===== src/rtl/sm3_pkg.sv =====
// Shared SM3 definitions: word/round/index widths, rotate and P1 helpers,
// and the message-expansion state encoding.
package sm3_pkg;

    localparam int unsigned SM3_WORD_W = 32;
    localparam int unsigned SM3_ROUNDS = 64;
    localparam int unsigned SM3_IDX_W  = 7;

    typedef enum logic {
        IDLE,
        RUN
    } state_t;

    function automatic logic [SM3_WORD_W-1:0] rotl(input logic [SM3_WORD_W-1:0] x,
                                                   input int unsigned n);
        return (x << n) | (x >> (SM3_WORD_W - n));
    endfunction

    function automatic logic [SM3_WORD_W-1:0] p1(input logic [SM3_WORD_W-1:0] x);
        return x ^ rotl(x, 15) ^ rotl(x, 23);
    endfunction

    function automatic logic [SM3_WORD_W-1:0] bswap32(input logic [SM3_WORD_W-1:0] x);
        return {x[7:0], x[15:8], x[23:16], x[31:24]};
    endfunction

endpackage


===== src/rtl/sm3_msg_expand_if.sv =====
// Block-in / round-word-out handshake bundle for sm3_msg_expand.
// master = the expander, slave = the upstream/consumer environment.
interface sm3_msg_expand_if;
    import sm3_pkg::*;

    logic [16*SM3_WORD_W-1:0] blk_data;
    logic                     blk_valid;
    logic                     blk_ready;
    logic [SM3_WORD_W-1:0]    w_j;
    logic [SM3_WORD_W-1:0]    wp_j;
    logic [SM3_IDX_W-1:0]     j;
    logic                     out_last;
    logic                     out_valid;
    logic                     out_ready;

    modport master (
        input  blk_data, blk_valid, out_ready,
        output blk_ready, w_j, wp_j, j, out_last, out_valid
    );

    modport slave (
        output blk_data, blk_valid, out_ready,
        input  blk_ready, w_j, wp_j, j, out_last, out_valid
    );

endinterface


===== src/rtl/sm3_p1.sv =====
// SM3 P1 permutation, 32-bit, purely combinational.
module sm3_p1
    import sm3_pkg::*;
(
    input  logic [SM3_WORD_W-1:0] x,
    output logic [SM3_WORD_W-1:0] y
);

    assign y = p1(x);

endmodule


===== src/rtl/sm3_msg_expand.sv =====
// SM3 message expansion: loads one 512-bit block, streams W_j / W'_j for j = 0..63.
// Define SM3_MSG_EXPAND_BSWAP_EN to byte-reverse each input word on load.
module sm3_msg_expand
    import sm3_pkg::*;
(
    input  logic             clk,
    input  logic             rst,
    input  logic             clr,
    sm3_msg_expand_if.master bus
);

    localparam logic [SM3_IDX_W-1:0] LAST_IDX = SM3_IDX_W'(SM3_ROUNDS - 1);

    state_t                 state, state_n;
    logic                   load, shift;
    logic [SM3_IDX_W-1:0]   idx;
    logic [SM3_WORD_W-1:0]  win [16];
    logic [SM3_WORD_W-1:0]  p1_in, p1_out, w_new;

    function automatic logic [SM3_WORD_W-1:0] load_word(input logic [SM3_WORD_W-1:0] x);
`ifdef SM3_MSG_EXPAND_BSWAP_EN
        return bswap32(x);
`else
        return x;
`endif
    endfunction

    always_comb begin
        state_n = state;
        load    = 1'b0;
        shift   = 1'b0;
        case (state)
            IDLE: if (bus.blk_valid) begin
                load    = 1'b1;
                state_n = RUN;
            end
            RUN: if (bus.out_ready) begin
                shift = 1'b1;
                if (idx == LAST_IDX) state_n = IDLE;
            end
            default: state_n = IDLE;
        endcase
        if (clr) begin
            state_n = IDLE;
            load    = 1'b0;
            shift   = 1'b0;
        end
    end

    always_ff @(posedge clk or posedge rst) begin
        if (rst) state <= IDLE;
        else     state <= state_n;
    end

    // W_(j+16) from the window where win[0] = W_j
    assign p1_in = win[0] ^ win[7] ^ rotl(win[13], 15);

    sm3_p1 u_p1 (
        .x (p1_in),
        .y (p1_out)
    );

    assign w_new = p1_out ^ rotl(win[3], 7) ^ win[10];

    always_ff @(posedge clk or posedge rst) begin
        if (rst) begin
            idx <= '0;
            for (int unsigned k = 0; k < 16; k++) win[k] <= '0;
        end else if (clr) begin
            idx <= '0;
        end else if (load) begin
            idx <= '0;
            for (int unsigned k = 0; k < 16; k++)
                win[k] <= load_word(bus.blk_data[16*SM3_WORD_W-1-SM3_WORD_W*k -: SM3_WORD_W]);
        end else if (shift) begin
            idx <= (idx == LAST_IDX) ? '0 : idx + SM3_IDX_W'(1);
            for (int unsigned k = 0; k < 15; k++) win[k] <= win[k+1];
            win[15] <= w_new;
        end
    end

    assign bus.blk_ready = (state == IDLE);
    assign bus.out_valid = (state == RUN);
    assign bus.w_j       = win[0];
    assign bus.wp_j      = win[0] ^ win[4];
    assign bus.j         = idx;
    assign bus.out_last  = (state == RUN) && (idx == LAST_IDX);

endmodule


===== src/flat_wrapper.sv =====
// flat-port wrapper written by rule: the top's interface ports become plain ports
module sm3_msg_expand_flat import sm3_pkg::*;
  (clk, rst, clr, bus_blk_data, bus_blk_valid, bus_out_ready, bus_blk_ready, bus_w_j, bus_wp_j, bus_j, bus_out_last, bus_out_valid);
  sm3_msg_expand_if bus_i ();
  input  logic clk;
  input  logic rst;
  input  logic clr;
  input wire logic [$bits(bus_i.blk_data)-1:0] bus_blk_data;
  input wire logic [$bits(bus_i.blk_valid)-1:0] bus_blk_valid;
  input wire logic [$bits(bus_i.out_ready)-1:0] bus_out_ready;
  output wire logic [$bits(bus_i.blk_ready)-1:0] bus_blk_ready;
  output wire logic [$bits(bus_i.w_j)-1:0] bus_w_j;
  output wire logic [$bits(bus_i.wp_j)-1:0] bus_wp_j;
  output wire logic [$bits(bus_i.j)-1:0] bus_j;
  output wire logic [$bits(bus_i.out_last)-1:0] bus_out_last;
  output wire logic [$bits(bus_i.out_valid)-1:0] bus_out_valid;
  assign bus_i.blk_data = bus_blk_data;
  assign bus_i.blk_valid = bus_blk_valid;
  assign bus_i.out_ready = bus_out_ready;
  assign bus_blk_ready = bus_i.blk_ready;
  assign bus_w_j = bus_i.w_j;
  assign bus_wp_j = bus_i.wp_j;
  assign bus_j = bus_i.j;
  assign bus_out_last = bus_i.out_last;
  assign bus_out_valid = bus_i.out_valid;
  sm3_msg_expand u_core (.clk(clk), .rst(rst), .clr(clr), .bus(bus_i));
endmodule

===== config.mk =====
export PLATFORM = sky130hd
export DESIGN_NAME = sm3_msg_expand_flat
export DESIGN_NICKNAME = d
export VERILOG_FILES = /design/src/rtl/sm3_pkg.sv /design/src/rtl/sm3_msg_expand_if.sv /design/src/rtl/sm3_p1.sv /design/src/rtl/sm3_msg_expand.sv /design/src/flat_wrapper.sv
export SDC_FILE = /design/constraint.sdc
export NUM_CORES = 2
export LEC_CHECK = 0
export ABC_AREA = 1
export ABC_CLOCK_PERIOD_IN_PS = 34300
export CAP_MARGIN = 15
export CORE_MARGIN = 5
export CORE_UTILIZATION = 50
export DETAILED_ROUTE_END_ITERATION = 12
export PLACE_DENSITY_LB_ADDON = 0.15
export SLEW_MARGIN = 20
export SYNTH_ARGS = -nofsm -noshare
export SYNTH_HDL_FRONTEND = slang
export SYNTH_SLANG_ARGS = --single-unit

===== constraint.sdc =====
create_clock -name clk -period 34.3 [get_ports clk]
set_input_delay 8.575 -clock clk [delete_from_list [all_inputs] [get_ports clk]]
set_output_delay 8.575 -clock clk [all_outputs]
set_load 0.01 [all_outputs]

---- Word level (Yosys, flattened, before mapping) ----
Index checks and enable logic that the tools add are counted.
word-level totals
  output and inout bits ................... 74
  logic and storage cells ................. 53
  input port bits ......................... 517
  bits in registers ....................... 520
cells by class
  mux-type cells .......................... 16
  bitwise operators ....................... 13
  reductions and logical operators ........ 4
  add/subtract/negate cells ............... 1
  equal/unequal tests ..................... 1
operator list
  kind                                                 number
  2-to-1 mux 512 bit                                   2
  XOR 32 bit                                           7
  bitwise OR 32 x 15 -> 32 bit                         2
  bitwise OR 32 x 23 -> 32 bit                         1
  bitwise OR 32 x 7 -> 32 bit                          1
  2-to-1 mux 7 bit                                     4
  2-to-1 mux 1 bit                                     9
  adder 7 x 1 -> 7 bit, second input constant          1
  equality test 7 x 6 -> 1 bit, second input constant  1
  nonzero test 3 bit                                   1
  NOT 1 bit                                            2
  one-hot mux 1 bit (2 select lines)                   1
  AND reduction 2 bit                                  1
  nonzero test 2 bit                                   1
  logical AND 1 bit                                    1

---- Longest topological paths before layout ----
  word-level depth ........................ 9
  mapped depth ............................ 13
  gate-level depth less buffers ........... 13

---- Modules after synthesis ----
A second synthesis with hierarchy kept.
second synthesis, totals
  cells, all modules ...................... 4253
  area, all modules ....................... 28820.1 µm²
by module, submodules not included
  module          cells an instance  sequential area each (µm²)  area an instance (µm²)  instances
  sm3_msg_expand  4029               13012.5                     27939.3                 1
  sm3_p1          224                0.0                         880.8                   1

---- Worst setup path before layout ----
No wires, ideal clock.
  path type ............................... register -> output
  start point ............................. register u_core.idx[0], in the netlist u_core.bus.j[0]
  end point ............................... output port bus_out_last
  buffers on the path ..................... 0
  slack ................................... 24.556 ns
  required time ........................... 25.725 ns
  arrival ................................. 1.169 ns
  cell stages (with the launch flop) ...... 6
  cell sequence ........................... dfrtp_1 -> ha_1 -> nand4_1 -> nor2_1 -> nand2_1 -> nor2_1
on the way
  word-level cells in the longest chain between the ends .. 2
ends and longest elaborated chain
  element                       RTL line              RTL
  start, declared               sm3_msg_expand.sv:16  logic [SM3_IDX_W-1:0] idx;
  start signal, assigned        sm3_msg_expand.sv:76  idx <= (idx == LAST_IDX) ? '0 : idx + SM3_IDX_W'(1);
  equality test 7 x 6 -> 1 bit  sm3_msg_expand.sv:87  assign bus.out_last = (state == RUN) && (idx == LAST_IDX);
  logical AND 1 bit             sm3_msg_expand.sv:87
  end, declared                 flat_wrapper.sv:15    output wire logic [$bits(bus_i.out_last)-1:0] bus_out_last;
No other way between the ends.

---- Final worst setup path ----
  start point ............................. input port clr
  end point ............................... register u_core.win[297] in the netlist's numbering
on the way
  word-level cells in the longest chain between the ends .. 3
  elaborated cells between the ends (all ways) .. 6
  classes of those cells .................. mux: 3; bitwise: 1; reduce/logical: 2
ends and longest elaborated chain
  element                        RTL line              RTL
  start, declared                flat_wrapper.sv:7     input logic clr;
  2-to-1 mux 1 bit               sm3_msg_expand.sv:43  if (clr) begin
  nonzero test 2 bit (no line)   --
  AND reduction 2 bit (no line)  --
  end signal, assigned by index  sm3_msg_expand.sv:74  win[k] <= load_word(bus.blk_data[16*SM3_WORD_W-1-SM3_WORD_W*k -: SM3_WORD_W]);
  end, declared                  sm3_msg_expand.sv:17  logic [SM3_WORD_W-1:0] win [16];
Parallel ways exist; a longest one is shown, timed or not.
A chain may end at the register's enable or synchronous reset.

==> summary.txt <==
status: finished, final reports clean
Warnings, synthesis: 0
Placer Congestion: 1.05
DRC: 0
Sw Share: 0.359
number of global-route vias before repair: 25324
Hold Path Stages: 2
later-pin clock latency in the skew report: 640 ps
crit path kind: input pin to flop
share of cells above drive strength 1: 0.0304
placed insts: 4631
via count: 27408
final layout net count: 4512
Setup violations, final: 0
initial antenna violation count: 26
maximum vdd ir drop: 0.0366 mV
R2R Path End: u_core.win[297]
crit share post-route: 0.371
First-pass DRT Iterations: 9
Final Max Tran Viols: 0
post-route ant nets: 0
Clock power frac: 0.307
synth-to-layout area growth: 29.0%
die area: 0.0587 mm²
worst hold start: u_core.win[17]
final hold slack: 481 ps
synthesized area per cell: 7.54 µm²
Post-synth top cells: 748 x o21ai_0, 570 x o21ai_1, 538 x inv_1, 523 x nand2_1, 520 x dfrtp_1
worst r2r path cells: 8
number of vias per cell: 5.77
clk buf depth: 3
area leader, netlist: dfrtp_1
Die W: 242 µm
Layout Skew: 28.5 ps
Synth Instances: 3578
H-tree levels: 2
pin count of the biggest net entering global routing: 176
distinct cell type count after synthesis: 23
WL final: 115000 µm
clock slew at reported path FFs: 60 ps
chip height: 242 µm
total track usage: 0.373
Leak Pwr: 16.5 nW
kind of end point of the critical path: flop
PwrDens: 61.2 mW/mm²
Initial DRC Count: 3970
sw power: 0.764 mW
Mapped Area: 0.0270 mm²
worst r2r src: u_core.bus.out_valid
#FFs+latches synth: 520
number of synthesized flops with an enable pin: 0
Placeable Area: 0.0536 mm²
Critical Path RT: 34760 ps
CP startpoint kind: input pin
Async SR Flop Fraction: 1.00
CTS tree: done
Post-CTS Setup Bufs: 0
top-area cell type share of the netlist area: 0.483
Top Ports: 591
final cell count without fillers: 4752
Initial Utilization: 0.503
Fin Setup TNS: 0 ps
setup slack, reg-to-reg: 29560 ps
sequential share of power: 0.385
clock root cell: clkbuf_16
total grt overflow: 0
Num Clock Sinks: 520
actual slew at the worst max-slew pin: 1120 ps
Hold EP: u_core.win[17]
final critical-path required period: 12710 ps
FMAX: 78.7 MHz
most used flip-flop cell after synthesis: dfrtp_1
cell with the most instances after synthesis: o21ai_0
Seq/Total Area, Yosys: 0.483
number of hold buffers added after cts: 0
Worst EP arrival: 13170 ps
relative slew slack: 0.256
final hold violations: 0
Synth area leaders: dfrtp_1 48%, o21ai_0 14%, o21ai_1 11%, inv_1 7.5%, nand2_1 7.3%
routed len/inst: 24.2 µm
FP Rows: 85
Comb power frac: 0.308
Num CTS Buffers: 57
critical path fanouts, max: 138
first-pass GRT wire length: 164000 µm
DP Wirelength: 87000 µm
Int Power: 1.36 mW
max_cap viols: 0
total power: 2.13 mW
input/output buffers: 590
RSZ-0062 raised after global routing: false
Syn Nets: 4096
post-CTS sizing: 0
Hold Path Class: flop to flop
==> state kept, by name, summed over array words and instances (netlist names) <==
name	count
u_core.bus.w_j	32
u_core.bus.out_valid	1
u_core.bus.j	7
u_core.win	480
==> critical path, cell delays in order <==
cell and delay, ps:
clkdlybuf4s50_1 470, inv_2 120, nand3_4 400, inv_2 840, nor2_4 90, inv_8 640
buf_4 800, buf_4 880, o21ai_0 180
==> metrics by stage <==
stage / utilization / cell area (µm²) / setup WS (ps)
after detailed placement: 0.611 / 32800 / 21060
final: 0.649 / 34800 / 21590
after floorplan: - / 27000 / 11200
after CTS: 0.648 / 34700 / 21700
after global placement: 0.611 / 32800 / 21090
after global routing: 0.649 / 34800 / 21370
==> cell families after synthesis <==
group,share of synthesized area
AOI/OAI and AO/OA,0.263
adders and majority gates,0.000464
buffers and inverters,0.120
DFF,0.483
xor gates and xnor gates,0.0110
and+or+nand+nor,0.123
==> cell type report <==
| type | instances | area (µm²) |
|---|---|---|
| Antenna cell | 15 | 37.5 |
| Clock buffer | 86 | 1710 |
| Clock inverter | 20 | 269 |
| Fill cell | 4721 | 18800 |
| Inverter | 542 | 2060 |
| Multi-Input combinational cell | 2260 | 10700 |
| Sequential cell | 520 | 13000 |
| Tap cell | 696 | 871 |
| Timing Repair Buffer | 613 | 6090 |
==> routing by layer <==
metal | track usage | part of all wire | up-vias
met5 | 0 | 0.0013 | -
met4 | 0.162 | 0.049 | 24
met3 | 0.0964 | 0.11 | 240
met2 | 0.564 | 0.44 | 1540
met1 | 0.513 | 0.39 | 13037
li1 | - | - | 12567
==> power by group through the flow <==
| stage | sequential [mW] | combinational (mW) | clock, mW |
|---|---|---|---|
| 3_5_place_dp | 0.825 | 0.635 | 0 |
| 3_3_place_gp | 0.822 | 0.626 | 0 |
| 4_1_cts | 0.815 | 0.640 | 0.655 |
| 2_1_floorplan | 0.798 | 0.373 | 0 |
| 5_1_grt | 0.828 | 0.714 | 0.679 |
| 6_report | 0.820 | 0.656 | 0.653 |
==> worst max path at each step <==
stage               cells after the start  slack [ps]  start               to
floorplan                               1       11200    rst  u_core.bus.j[0]
global route                            9       21370    clr  u_core.win[297]
global placement                        9       21090    clr  u_core.win[297]
detailed placement                      9       21060    clr  u_core.win[297]
finish                                  9       21590    clr  u_core.win[297]
CTS                                     9       21700    clr  u_core.win[297]
==> cells in the final DEF, fill, tap and decap left out <==
master / count
clkinvlp_4: 3
inv_2: 2
clkinv_4: 1
ha_1: 1
bufinv_16: 6
clkdlybuf4s50_1: 590
inv_8: 3
o22ai_1: 41
dfrtp_1: 520
nand3_1: 179
clkbuf_16: 59
inv_6: 2
clkbuf_1: 14
o21ai_0: 748
diode_2: 15
nand3_4: 1
o21ai_1: 570
nand4_1: 1
clkinv_2: 8
nand3b_1: 1
o221ai_1: 1
nor2_1: 111
xnor2_1: 1
nor2_4: 2
buf_4: 22
inv_1: 537
xor2_1: 33
clkbuf_8: 13
buf_12: 1
a21oi_1: 47
nand2_1: 523
(Power assumes the default switching activity.)
